`config.mk`:
```
export PLATFORM = sky130hd
export DESIGN_NAME = weight_route_ctrl_flat
export DESIGN_NICKNAME = d
export VERILOG_FILES = /design/src/rtl/weight_route_ctrl_if.sv /design/src/rtl/weight_route_ctrl.sv /design/src/flat_wrapper.sv
export SDC_FILE = /design/constraint.sdc
export NUM_CORES = 1
export LEC_CHECK = 0
export ABC_AREA = 1
export CAP_MARGIN = 20
export CORE_MARGIN = 2
export CORE_UTILIZATION = 30
export DETAILED_ROUTE_END_ITERATION = 16
export GPL_ROUTABILITY_DRIVEN = 0
export HOLD_SLACK_MARGIN = 0.03
export PLACE_DENSITY = 0.54
export SLEW_MARGIN = 20
export SYNTH_ARGS = -nofsm -noshare
export SYNTH_HDL_FRONTEND = slang
export SYNTH_SLANG_ARGS = --single-unit
```
`constraint.sdc`:
```
create_clock -name clk -period 2.2 [get_ports clk]
set_clock_uncertainty 0.1 [all_clocks]
set_input_delay 0.22 -clock clk [delete_from_list [all_inputs] [get_ports clk]]
set_output_delay 0.22 -clock clk [all_outputs]
set_load 0.02 [all_outputs]
```
`src/rtl/weight_route_ctrl_if.sv`:
```
// Descriptor, source-monitor and router-control signals of the weight route controller.
// master drives descriptors and monitor copies; slave is the controller itself.
interface weight_route_ctrl_if #(
  parameter int unsigned LEN_W = 8
);
  logic             clr;
  logic             cfg_valid;
  logic             cfg_ready;
  logic             cfg_in_sel;
  logic             cfg_out_sel;
  logic [LEN_W-1:0] cfg_addr_len;
  logic [LEN_W-1:0] cfg_data_len;
  logic             mon_addr_valid;
  logic             mon_addr_ready;
  logic             mon_data_valid;
  logic             mon_data_ready;
  logic             data_in_sel;
  logic             data_out_sel;
  logic             addr_en;
  logic             data_en;
  logic             busy;
  logic             done;
  logic [LEN_W-1:0] addr_cnt;
  logic [LEN_W-1:0] data_cnt;

  modport master (
    output clr,
    output cfg_valid,
    input  cfg_ready,
    output cfg_in_sel,
    output cfg_out_sel,
    output cfg_addr_len,
    output cfg_data_len,
    output mon_addr_valid,
    output mon_addr_ready,
    output mon_data_valid,
    output mon_data_ready,
    input  data_in_sel,
    input  data_out_sel,
    input  addr_en,
    input  data_en,
    input  busy,
    input  done,
    input  addr_cnt,
    input  data_cnt
  );

  modport slave (
    input  clr,
    input  cfg_valid,
    output cfg_ready,
    input  cfg_in_sel,
    input  cfg_out_sel,
    input  cfg_addr_len,
    input  cfg_data_len,
    input  mon_addr_valid,
    input  mon_addr_ready,
    input  mon_data_valid,
    input  mon_data_ready,
    output data_in_sel,
    output data_out_sel,
    output addr_en,
    output data_en,
    output busy,
    output done,
    output addr_cnt,
    output data_cnt
  );
endinterface

```
`src/rtl/weight_route_ctrl.sv`:
```
// Sequences one weight transfer through the router: address beats, then data beats,
// then a one-cycle done pulse, counting beats seen on the selected source port.
module weight_route_ctrl #(
  parameter int unsigned LEN_W = 8
) (
  input logic                clk,
  input logic                rst_n,
  weight_route_ctrl_if.slave bus
);

  typedef enum logic [1:0] {StIdle, StAddr, StData, StDone} state_e;

  localparam logic [LEN_W-1:0] CntOne = LEN_W'(1);

  state_e           state_q, state_d;
  logic             in_sel_q, in_sel_d;
  logic             out_sel_q, out_sel_d;
  logic [LEN_W-1:0] addr_len_q, addr_len_d;
  logic [LEN_W-1:0] data_len_q, data_len_d;
  logic [LEN_W-1:0] addr_cnt_q, addr_cnt_d;
  logic [LEN_W-1:0] data_cnt_q, data_cnt_d;

  logic cfg_ready;
  logic accept;
  logic addr_beat, data_beat;
  logic addr_last, data_last;

  // Beats only qualify inside their own phase; stray handshakes elsewhere are dropped.
  assign accept    = bus.cfg_valid & cfg_ready;
  assign addr_beat = (state_q == StAddr) & bus.mon_addr_valid & bus.mon_addr_ready;
  assign data_beat = (state_q == StData) & bus.mon_data_valid & bus.mon_data_ready;
  assign addr_last = (addr_cnt_q == addr_len_q - CntOne);
  assign data_last = (data_cnt_q == data_len_q - CntOne);

  always_ff @(posedge clk or negedge rst_n) begin
    if (!rst_n) begin
      state_q    <= StIdle;
      in_sel_q   <= 1'b0;
      out_sel_q  <= 1'b0;
      addr_len_q <= '0;
      data_len_q <= '0;
      addr_cnt_q <= '0;
      data_cnt_q <= '0;
    end else begin
      state_q    <= state_d;
      in_sel_q   <= in_sel_d;
      out_sel_q  <= out_sel_d;
      addr_len_q <= addr_len_d;
      data_len_q <= data_len_d;
      addr_cnt_q <= addr_cnt_d;
      data_cnt_q <= data_cnt_d;
    end
  end

  always_comb begin
    state_d    = state_q;
    in_sel_d   = in_sel_q;
    out_sel_d  = out_sel_q;
    addr_len_d = addr_len_q;
    data_len_d = data_len_q;
    addr_cnt_d = addr_cnt_q;
    data_cnt_d = data_cnt_q;
    if (bus.clr) begin
      state_d    = StIdle;
      addr_cnt_d = '0;
      data_cnt_d = '0;
    end else begin
      case (state_q)
        StIdle: begin
          if (accept) begin
            in_sel_d   = bus.cfg_in_sel;
            out_sel_d  = bus.cfg_out_sel;
            addr_len_d = bus.cfg_addr_len;
            data_len_d = bus.cfg_data_len;
            addr_cnt_d = '0;
            data_cnt_d = '0;
            if (bus.cfg_addr_len != '0) begin
              state_d = StAddr;
            end else if (bus.cfg_data_len != '0) begin
              state_d = StData;
            end else begin
              state_d = StDone;
            end
          end
        end
        StAddr: begin
          if (addr_beat) begin
            addr_cnt_d = addr_cnt_q + CntOne;
            if (addr_last) begin
              state_d = (data_len_q != '0) ? StData : StDone;
            end
          end
        end
        StData: begin
          if (data_beat) begin
            data_cnt_d = data_cnt_q + CntOne;
            if (data_last) begin
              state_d = StDone;
            end
          end
        end
        StDone:  state_d = StIdle;
        default: state_d = StIdle;
      endcase
    end
  end

  always_comb begin
    cfg_ready        = 1'b0;
    bus.data_in_sel  = 1'b0;
    bus.data_out_sel = 1'b0;
    bus.addr_en      = 1'b0;
    bus.data_en      = 1'b0;
    bus.busy         = 1'b0;
    bus.done         = 1'b0;
    case (state_q)
      StIdle: cfg_ready = ~bus.clr;
      StAddr: begin
        bus.data_in_sel  = in_sel_q;
        bus.data_out_sel = out_sel_q;
        bus.addr_en      = 1'b1;
        bus.busy         = 1'b1;
      end
      StData: begin
        bus.data_in_sel  = in_sel_q;
        bus.data_out_sel = out_sel_q;
        bus.data_en      = 1'b1;
        bus.busy         = 1'b1;
      end
      StDone: begin
        bus.data_in_sel  = in_sel_q;
        bus.data_out_sel = out_sel_q;
        bus.busy         = 1'b1;
        // An abort landing on the completion cycle must not look like a finished transfer.
        bus.done         = ~bus.clr;
      end
      default: cfg_ready = 1'b0;
    endcase
  end

  assign bus.cfg_ready = cfg_ready;
  assign bus.addr_cnt  = addr_cnt_q;
  assign bus.data_cnt  = data_cnt_q;

endmodule

```
`src/flat_wrapper.sv`:
```
// flat-port wrapper written by rule: the top's interface ports become plain ports
module weight_route_ctrl_flat 
#(
  parameter int unsigned LEN_W = 8
)
  (clk, rst_n, bus_clr, bus_cfg_valid, bus_cfg_ready, bus_cfg_in_sel, bus_cfg_out_sel, bus_cfg_addr_len, bus_cfg_data_len, bus_mon_addr_valid, bus_mon_addr_ready, bus_mon_data_valid, bus_mon_data_ready, bus_data_in_sel, bus_data_out_sel, bus_addr_en, bus_data_en, bus_busy, bus_done, bus_addr_cnt, bus_data_cnt);
  weight_route_ctrl_if #(.LEN_W(LEN_W)) bus_i ();
  input logic clk;
  input logic rst_n;
  input wire logic [$bits(bus_i.clr)-1:0] bus_clr;
  input wire logic [$bits(bus_i.cfg_valid)-1:0] bus_cfg_valid;
  output wire logic [$bits(bus_i.cfg_ready)-1:0] bus_cfg_ready;
  input wire logic [$bits(bus_i.cfg_in_sel)-1:0] bus_cfg_in_sel;
  input wire logic [$bits(bus_i.cfg_out_sel)-1:0] bus_cfg_out_sel;
  input wire logic [$bits(bus_i.cfg_addr_len)-1:0] bus_cfg_addr_len;
  input wire logic [$bits(bus_i.cfg_data_len)-1:0] bus_cfg_data_len;
  input wire logic [$bits(bus_i.mon_addr_valid)-1:0] bus_mon_addr_valid;
  input wire logic [$bits(bus_i.mon_addr_ready)-1:0] bus_mon_addr_ready;
  input wire logic [$bits(bus_i.mon_data_valid)-1:0] bus_mon_data_valid;
  input wire logic [$bits(bus_i.mon_data_ready)-1:0] bus_mon_data_ready;
  output wire logic [$bits(bus_i.data_in_sel)-1:0] bus_data_in_sel;
  output wire logic [$bits(bus_i.data_out_sel)-1:0] bus_data_out_sel;
  output wire logic [$bits(bus_i.addr_en)-1:0] bus_addr_en;
  output wire logic [$bits(bus_i.data_en)-1:0] bus_data_en;
  output wire logic [$bits(bus_i.busy)-1:0] bus_busy;
  output wire logic [$bits(bus_i.done)-1:0] bus_done;
  output wire logic [$bits(bus_i.addr_cnt)-1:0] bus_addr_cnt;
  output wire logic [$bits(bus_i.data_cnt)-1:0] bus_data_cnt;
  assign bus_i.clr = bus_clr;
  assign bus_i.cfg_valid = bus_cfg_valid;
  assign bus_cfg_ready = bus_i.cfg_ready;
  assign bus_i.cfg_in_sel = bus_cfg_in_sel;
  assign bus_i.cfg_out_sel = bus_cfg_out_sel;
  assign bus_i.cfg_addr_len = bus_cfg_addr_len;
  assign bus_i.cfg_data_len = bus_cfg_data_len;
  assign bus_i.mon_addr_valid = bus_mon_addr_valid;
  assign bus_i.mon_addr_ready = bus_mon_addr_ready;
  assign bus_i.mon_data_valid = bus_mon_data_valid;
  assign bus_i.mon_data_ready = bus_mon_data_ready;
  assign bus_data_in_sel = bus_i.data_in_sel;
  assign bus_data_out_sel = bus_i.data_out_sel;
  assign bus_addr_en = bus_i.addr_en;
  assign bus_data_en = bus_i.data_en;
  assign bus_busy = bus_i.busy;
  assign bus_done = bus_i.done;
  assign bus_addr_cnt = bus_i.addr_cnt;
  assign bus_data_cnt = bus_i.data_cnt;
  weight_route_ctrl #(.LEN_W(LEN_W)) u_core (.clk(clk), .rst_n(rst_n), .bus(bus_i));
endmodule
```
==> results of run 1 <==
report_power, final:
part	internal (mW)	total [mW]	switching, mW
logic	0.589	1.50	0.907
registers	0.846	1.01	0.160
clock network	0.250	0.500	0.250
worst max-delay path by stage:
stage / to / slack (ns) / cells past startpoint
after floorplan: u_core.bus.addr_cnt[7] / 0.23 / 13
after global placement: u_core.bus.addr_cnt[6] / 0.14 / 10
after detailed placement: u_core.bus.addr_cnt[6] / 0.08 / 10
after CTS: bus_busy / 0.06 / 4
after global routing: bus_data_out_sel / 0.005 / 4
final: bus_data_in_sel / 0.09 / 4
sequential cells by signal, indices dropped and copies added, names as in the netlist:
name,flops
u_core.bus.data_cnt,8
u_core.out_sel_q,1
u_core.data_len_q,8
u_core.in_sel_q,1
u_core.bus.addr_cnt,8
u_core.addr_len_q,8
u_core.state_q,2
kinds of logic (layout without fill, tap and decap cells):
| family | after synthesis | count (layout) |
|---|---|---|
| AO/OA/AOI/OAI | 38 | 38 |
| XOR/XNOR | 7 | 7 |
| adder cells (fa/ha/maj) | 8 | 8 |
| buffers and inverters | 59 | 115 |
| flip-flops | 36 | 36 |
| multiplexers | 1 | 1 |
| AND/OR/NAND/NOR | 187 | 187 |
worst max-delay path: cells and delay by family (launching register included):
kind / cells / cell delay [ns]
AND/OR/NAND/NOR: 1 / 0.14
adder cells (fa/ha/maj): 1 / 0.28
buffers and inverters: 2 / 0.69
flip-flops: 1 / 0.39
synthesized netlist by cell type, types with 4 or more instances:
| master | n | area share, % |
|---|---|---|
| nor2_1 | 44 | 7.0 |
| inv_1 | 53 | 8.4 |
| nand4_1 | 5 | 1.3 |
| nand2_2 | 6 | 1.6 |
| xnor2_1 | 4 | 1.5 |
| nand2_1 | 81 | 13 |
| ha_1 | 8 | 4.2 |
| nand3_1 | 23 | 4.8 |
| dfrtp_1 | 36 | 38 |
| o21ai_0 | 20 | 4.2 |
| nor3_1 | 6 | 1.3 |
| nor2_2 | 6 | 1.6 |
| a21oi_1 | 17 | 3.6 |
metal layers:
layer	GRT usage, %	up-vias
li1	-	1167
met5	0	-
met2	26.3	47
met1	18.0	1023
met4	4.53	0
met3	3.01	11
repair_timing:
item	4_1_cts	5_1_grt
resized for setup	1	4
hold buffers	0	0
endpoints found under the setup margin	1	5
area by class of cell:
class / count / area, µm² / share of cell area, %
sequential: 36 / 901 / 29.1
tap: 102 / 128 / 4.12
multi-input combinational: 241 / 1260 / 40.7
inverter: 56 / 210 / 6.79
timing repair buffer: 51 / 504 / 16.3
clock inverter: 2 / 10.0 / 0.323
clock buffer: 6 / 82.6 / 2.67
per-stage QoR:
stage          cells  instance area (µm²)  util (%)  hold WS, ns
2_1_floorplan    336                 2370         -       -0.176
3_3_place_gp     486                 2990      38.9        0.401
3_5_place_dp     486                 2990      38.9        0.401
4_1_cts          494                 3080      40.1        0.283
5_1_grt          494                 3090      40.3        0.311
6_report         494                 3090      40.3        0.254
==> results.md, run 1 <==
* Status: finished clean
* Overall Power at 3.00 mW
* Commonest non-fill, non-tap cell in the layout: nand2_1
* Slew headroom at 68.3%
* CP cell instances: inv_1, ha_1, nor2_1, clkdlybuf4s50_1
* Global route total overflow at 0
* DRT Pass-1 Iters at 4
* Largest net degree at the start of global routing at 37
* Sequential fraction of the synthesis area at 38.0%
* VDD IR max at 334 µV
* Routed wire length on met2 at 2870 µm
* Synth async-reset ratio at 100%
* R2R depth at 13
* Fin crit period at 2.11 ns
* Synthesized area per cell at 7.06 µm²
* Cts bufs inserted at 5
* Synth Flop Type: dfrtp_1
* Setup WS pre-CTS at 0.0843 ns
* Netlist cell types at 27
* Most frequent cells in the layout: 81 x nand2_1, 53 x inv_1, 46 x clkdlybuf4s50_1, 43 x nor2_1, 36 x dfrtp_1
* Vias/cell at 4.55
* Max Freq at 473 MHz
* Tcrit/Tclk final at 96.1%
* Req. time, crit path at 1.88 ns
* First-pass GRT wire length at 10200 µm
* PwrDens at 970 nW/µm²
* FILL cells at 815
* EDFF count, synth at 0
* R2r setup slk at 0.21 ns
* Mux cell area share after synthesis at 0.474%
* Launch point of the worst path: u_core.state_q[0]
* Lkg Pwr at 1.44 nW
* Met1 Routed Length at 2720 µm
* Crit-path slowest cell: clkdlybuf4s50_1
* Setup TNS at 0 ns
* Tot GR Track Use at 14.8%
* Area Overhead vs Synth at 30.4%
* CTS root buf: clkbuf_8
* XOR/XNOR Fraction of Synth Area at 2.58%
* Core ar. at 7690 µm²
* CTS max path bufs at 2
* Compound-cell area share of the yosys netlist at 8.17%
* CP Launch Type: flip-flop
* CTS tree: built
* Met3 routed WL at 253 µm
* Max-cap violations at 0
* Initial DRC count at 60
* Syn Std Cell Area at 2370 µm²
* Worst R2R End: u_core.bus.addr_cnt[6]
* Hold crit path type: in2async
* Height of the die at 93.0 µm
* RSZ-0062 raised after global routing: no
* I/O pin count at 49
* Worst path arrival time at 1.79 ns
* Kind of critical path: reg2out
* Starting Density at 30.9%
* Detailed-route via count at 2248
* Main combinational cell family by area after synthesis: simple AND/OR/NAND/NOR gates
* WL per Instance at 12.0 µm
* Post-Syn Instances at 336
* RR Startpoint: u_core.state_q[1]
* Htree depth at 2
* Fin. max-slew vios at 0
* Worst-margin pin slew at 0.475 ns
* Post-Synth Simple-Gate Area at 37.3%
* Row count at 32
* Worst Path Max Fanout at 4
* Register bit total from synthesis at 36
* Die W at 93.0 µm
* Die area at 8640 µm²
* Max incr delay on CP at 0.61 ns
* Nets at 425
* Final WL at 5940 µm
* Post-route DRC at 0
* Clock latency on the worst-skew pair at 0.29 ns
* Post-Synth Adder-Cell Area at 4.22%
* Antenna viol nets, final at 0
* Max Used Layer: met4
* Share of layout cells above drive strength 1 at 10.5%
* Vias in the first global route at 2238
* Antenna violations before repair at 0
* Synthesized net count at 370
* Clock Pin Slew Worst Setup and Hold Paths at 0.08 ns
* TritonCTS Sinks at 36
* Final hold vios at 0
* DP HPWL at 4670 µm
* Setup WS post-layout at 0.0865 ns
* Finish-stage setup viols at 0
* Ant diodes at 0
* Number of post-CTS setup repair buffers at 0
* Ys Warns at 0
* Crit end category: output port
* I/O Buffers at 48
No activity file was read; power rests on OpenSTA's default activity.
==> run 2, diff against run 1 <==
--- a/config.mk
+++ b/config.mk
@@ -8,11 +8,11 @@
 export ABC_AREA = 1
 export CAP_MARGIN = 20
 export CORE_MARGIN = 2
-export CORE_UTILIZATION = 30
+export CORE_UTILIZATION = 35
 export DETAILED_ROUTE_END_ITERATION = 16
 export GPL_ROUTABILITY_DRIVEN = 0
 export HOLD_SLACK_MARGIN = 0.03
-export PLACE_DENSITY = 0.54
+export PLACE_DENSITY = 0.6
 export SLEW_MARGIN = 20
 export SYNTH_ARGS = -nofsm -noshare
 export SYNTH_HDL_FRONTEND = slang
==> run 2 against run 1 <==
Compared with the run above:
- global-route usage rose by 2.4 points
- sequential power about the same
- sequential cell count is the same
- non-clock buffer count up 1
- critical path type unchanged
- largest power group unchanged
- highest routed layer unchanged
==> results.md, run 2 (synthesized netlist as in run 1, its figures left out) <==
* Final WL at 5860 µm (-1.3%)
* Crit-path slowest cell: clkdlybuf4s50_1
* CP delay by family, top: buffers and inverters
* Tcrit/Tclk final at 92.5% (-3.6 points)
* Vias/cell at 4.77 (+4.9%)
* Final Instance Area at 3100 µm² (+0.16%)
* CTS max path bufs at 2 (unchanged)
* CTS tree: built
* Htree depth at 2 (unchanged)
* Setup TNS at 0 ns (unchanged)
* Final hold vios at 0 (unchanged)
* Logic pwr share at 47.2% (-2.6 points)
* Number of post-CTS setup repair buffers at 0 (unchanged)
* Fin crit period at 2.04 ns (-0.0781 ns)
* Sw Ratio at 41.9% (-2.0 points)
* Status: finished clean
* Area Overhead vs Synth at 30.6%
* Share of layout cells above drive strength 1 at 10.2% (-0.28 points)
* Register area at 901 µm² (unchanged)
* RSZ-0062 raised after global routing: no
* Die area at 7460 µm² (-14%)
* CP Launch Type: flip-flop
* Setup WS pre-CTS at 0.0876 ns (+0.00329 ns)
* I/O pin count at 49 (unchanged)
* Most frequent cells in the layout: 81 x nand2_1, 53 x inv_1, 45 x clkdlybuf4s50_1, 44 x nor2_1, 36 x dfrtp_1
* Non-filler instance count after layout at 473 (-4.3%)
* Crit end category: output port
* DP HPWL at 4640 µm (-0.65%)
* Die W at 86.4 µm (-7.1%)
* Placement Cell Area at 2970 µm² (-0.67%)
* CTS root buf: clkbuf_8
* Hold crit path type: in2async
* PwrDens at 1020 nW/µm² (+5.0%)
* WP buf/inv at 3 (+1)
* Core ar. at 6680 µm² (-13%)
* TritonCTS Sinks at 36 (unchanged)
* Placed instance count at 465 (-4.3%)
* FILL cells at 701 (-14%)
* Max incr delay on CP at 0.62 ns (about the same)
* Worst Path Max Fanout at 4 (unchanged)
* Hold Buf Count CTS at 0 (unchanged)
* Detailed-route via count at 2258 (+0.44%)
* Register share of total power at 32.0% (-1.5 points)
* Largest net degree at the start of global routing at 37 (unchanged)
* Antenna violations before repair at 0 (unchanged)
* I/O Buffers at 48 (unchanged)
* CP cell instances: inv_1, ha_1, inv_1, clkdlybuf4s50_1
* Height of the die at 86.4 µm (-7.1%)
* First-pass GRT wire length at 10200 µm (+0.21%)
* Worst-margin pin slew at 0.469 ns (-0.00534 ns)
* Tot GR Track Use at 17.3% (+2.4 points)
* Initial DRC count at 81 (+35%)
* Row count at 30 (-6.3%)
* DRT Pass-1 Iters at 4 (unchanged)
* Lkg Pwr at 1.46 nW (+1.7%)
* Worst path arrival time at 1.72 ns (-0.07 ns)
* Clock power frac at 20.8% (+4.1 points)
* Antenna viol nets, final at 0 (unchanged)
* Slew headroom at 68.7% (+0.36 points)
* Overall Power at 3.16 mW (+5.2%)
* Ant diodes at 0 (unchanged)
* Internal power at 1.84 mW (+9.0%)
* Req. time, crit path at 1.88 ns (about the same)
* VDD IR max at 525 µV (+57%)
* Nets at 426 (+0.24%)
* Clock Pin Slew Worst Setup and Hold Paths at 0.08 ns (about the same)
* Fin. max-slew vios at 0 (unchanged)
* Kind of critical path: reg2out
* Multi-input logic area at 1250 µm² (-0.60%)
* Finish-stage setup viols at 0 (unchanged)
* Commonest non-fill, non-tap cell in the layout: nand2_1
* Switching power at 1.32 mW (+0.31%)
* Clock latency on the worst-skew pair at 0.30 ns (about the same)
* Setup WS post-layout at 0.165 ns (+0.0781 ns)
* Post-route DRC at 0 (unchanged)
* Starting Density at 35.5% (+4.6 points)
* Max Freq at 491 MHz (+3.8%)
* Max-cap violations at 0 (unchanged)
* Critical path's most frequent cell: inv_1
* WL per Instance at 12.4 µm (+3.1%)
* Cts bufs inserted at 5 (unchanged)
* Global route total overflow at 0 (unchanged)
* Vias in the first global route at 2223 (-0.67%)
[run 2: power by group through the flow]
stage          registers (mW)  logic (mW)  clock network [mW]
4_1_cts                  1.01        1.51               0.677
5_1_grt                  1.04        1.72               0.704
2_1_floorplan           0.995        1.08                   0
3_5_place_dp             1.03        1.51                   0
3_3_place_gp             1.02        1.49                   0
6_report                 1.01        1.49               0.658
[run 2: worst reg2reg max path: stages (launching register included)]
cell     delay, ns
dfrtp_1       0.42
inv_1         0.10
ha_1          0.17
buf_4         0.15
nor2_2        0.06
nand2_1       0.12
nand3_4       0.11
inv_2         0.11
nand2_2       0.07
nor2_4        0.11
nand3_2       0.09
nor3_1        0.19
nor3_2        0.07
[run 2: path summary, 6_finish.rpt]
| kind | from | endpoint | slack, ns | depth (start not counted) |
|---|---|---|---|---|
| max | u_core.state_q[0] | bus_busy | 0.16 | 4 |
| min | rst_n | u_core.bus.addr_cnt[2] | 0.25 | 2 |
| max reg2reg | u_core.state_q[1] | u_core.bus.addr_cnt[6] | 0.23 | 12 |
| min reg2reg | u_core.out_sel_q | u_core.out_sel_q | 0.42 | 2 |
| max in group asynchronous | rst_n | u_core.data_len_q[4] | 1.42 | 2 |
| min in group clk | bus_cfg_in_sel | u_core.in_sel_q | 0.40 | 3 |
[run 2: what timing repair did]
item                                    CTS  global route
hold endpoints to repair                  0             0
endpoints found under the setup margin    2             3
gates resized for setup                   2             2
[run 2: metal layers]
metal / vias to the layer above / share of wire, % / track usage, %
met3: 11 / 3.3 / 3.24
met1: 1038 / 46 / 22.4
met5: - / 0 / 0
li1: 1169 / - / -
met2: 40 / 49 / 28.7
met4: 0 / 2.0 / 6.39
[run 2: through the flow]
step	util (%)	hold WS, ns
floorplan	-	-0.176
CTS	46.3	0.267
global route	46.4	0.298
global placement	44.5	0.401
finish	46.4	0.248
detailed placement	44.5	0.404
[run 2: final cells by class]
cell class / count / share of cell area (%)
clock inverter: 1 / 0.969
multi-input combinational: 241 / 40.4
tap: 80 / 3.23
inverter: 56 / 6.78
clock buffer: 7 / 3.11
timing repair buffer: 52 / 16.5
sequential: 36 / 29.1
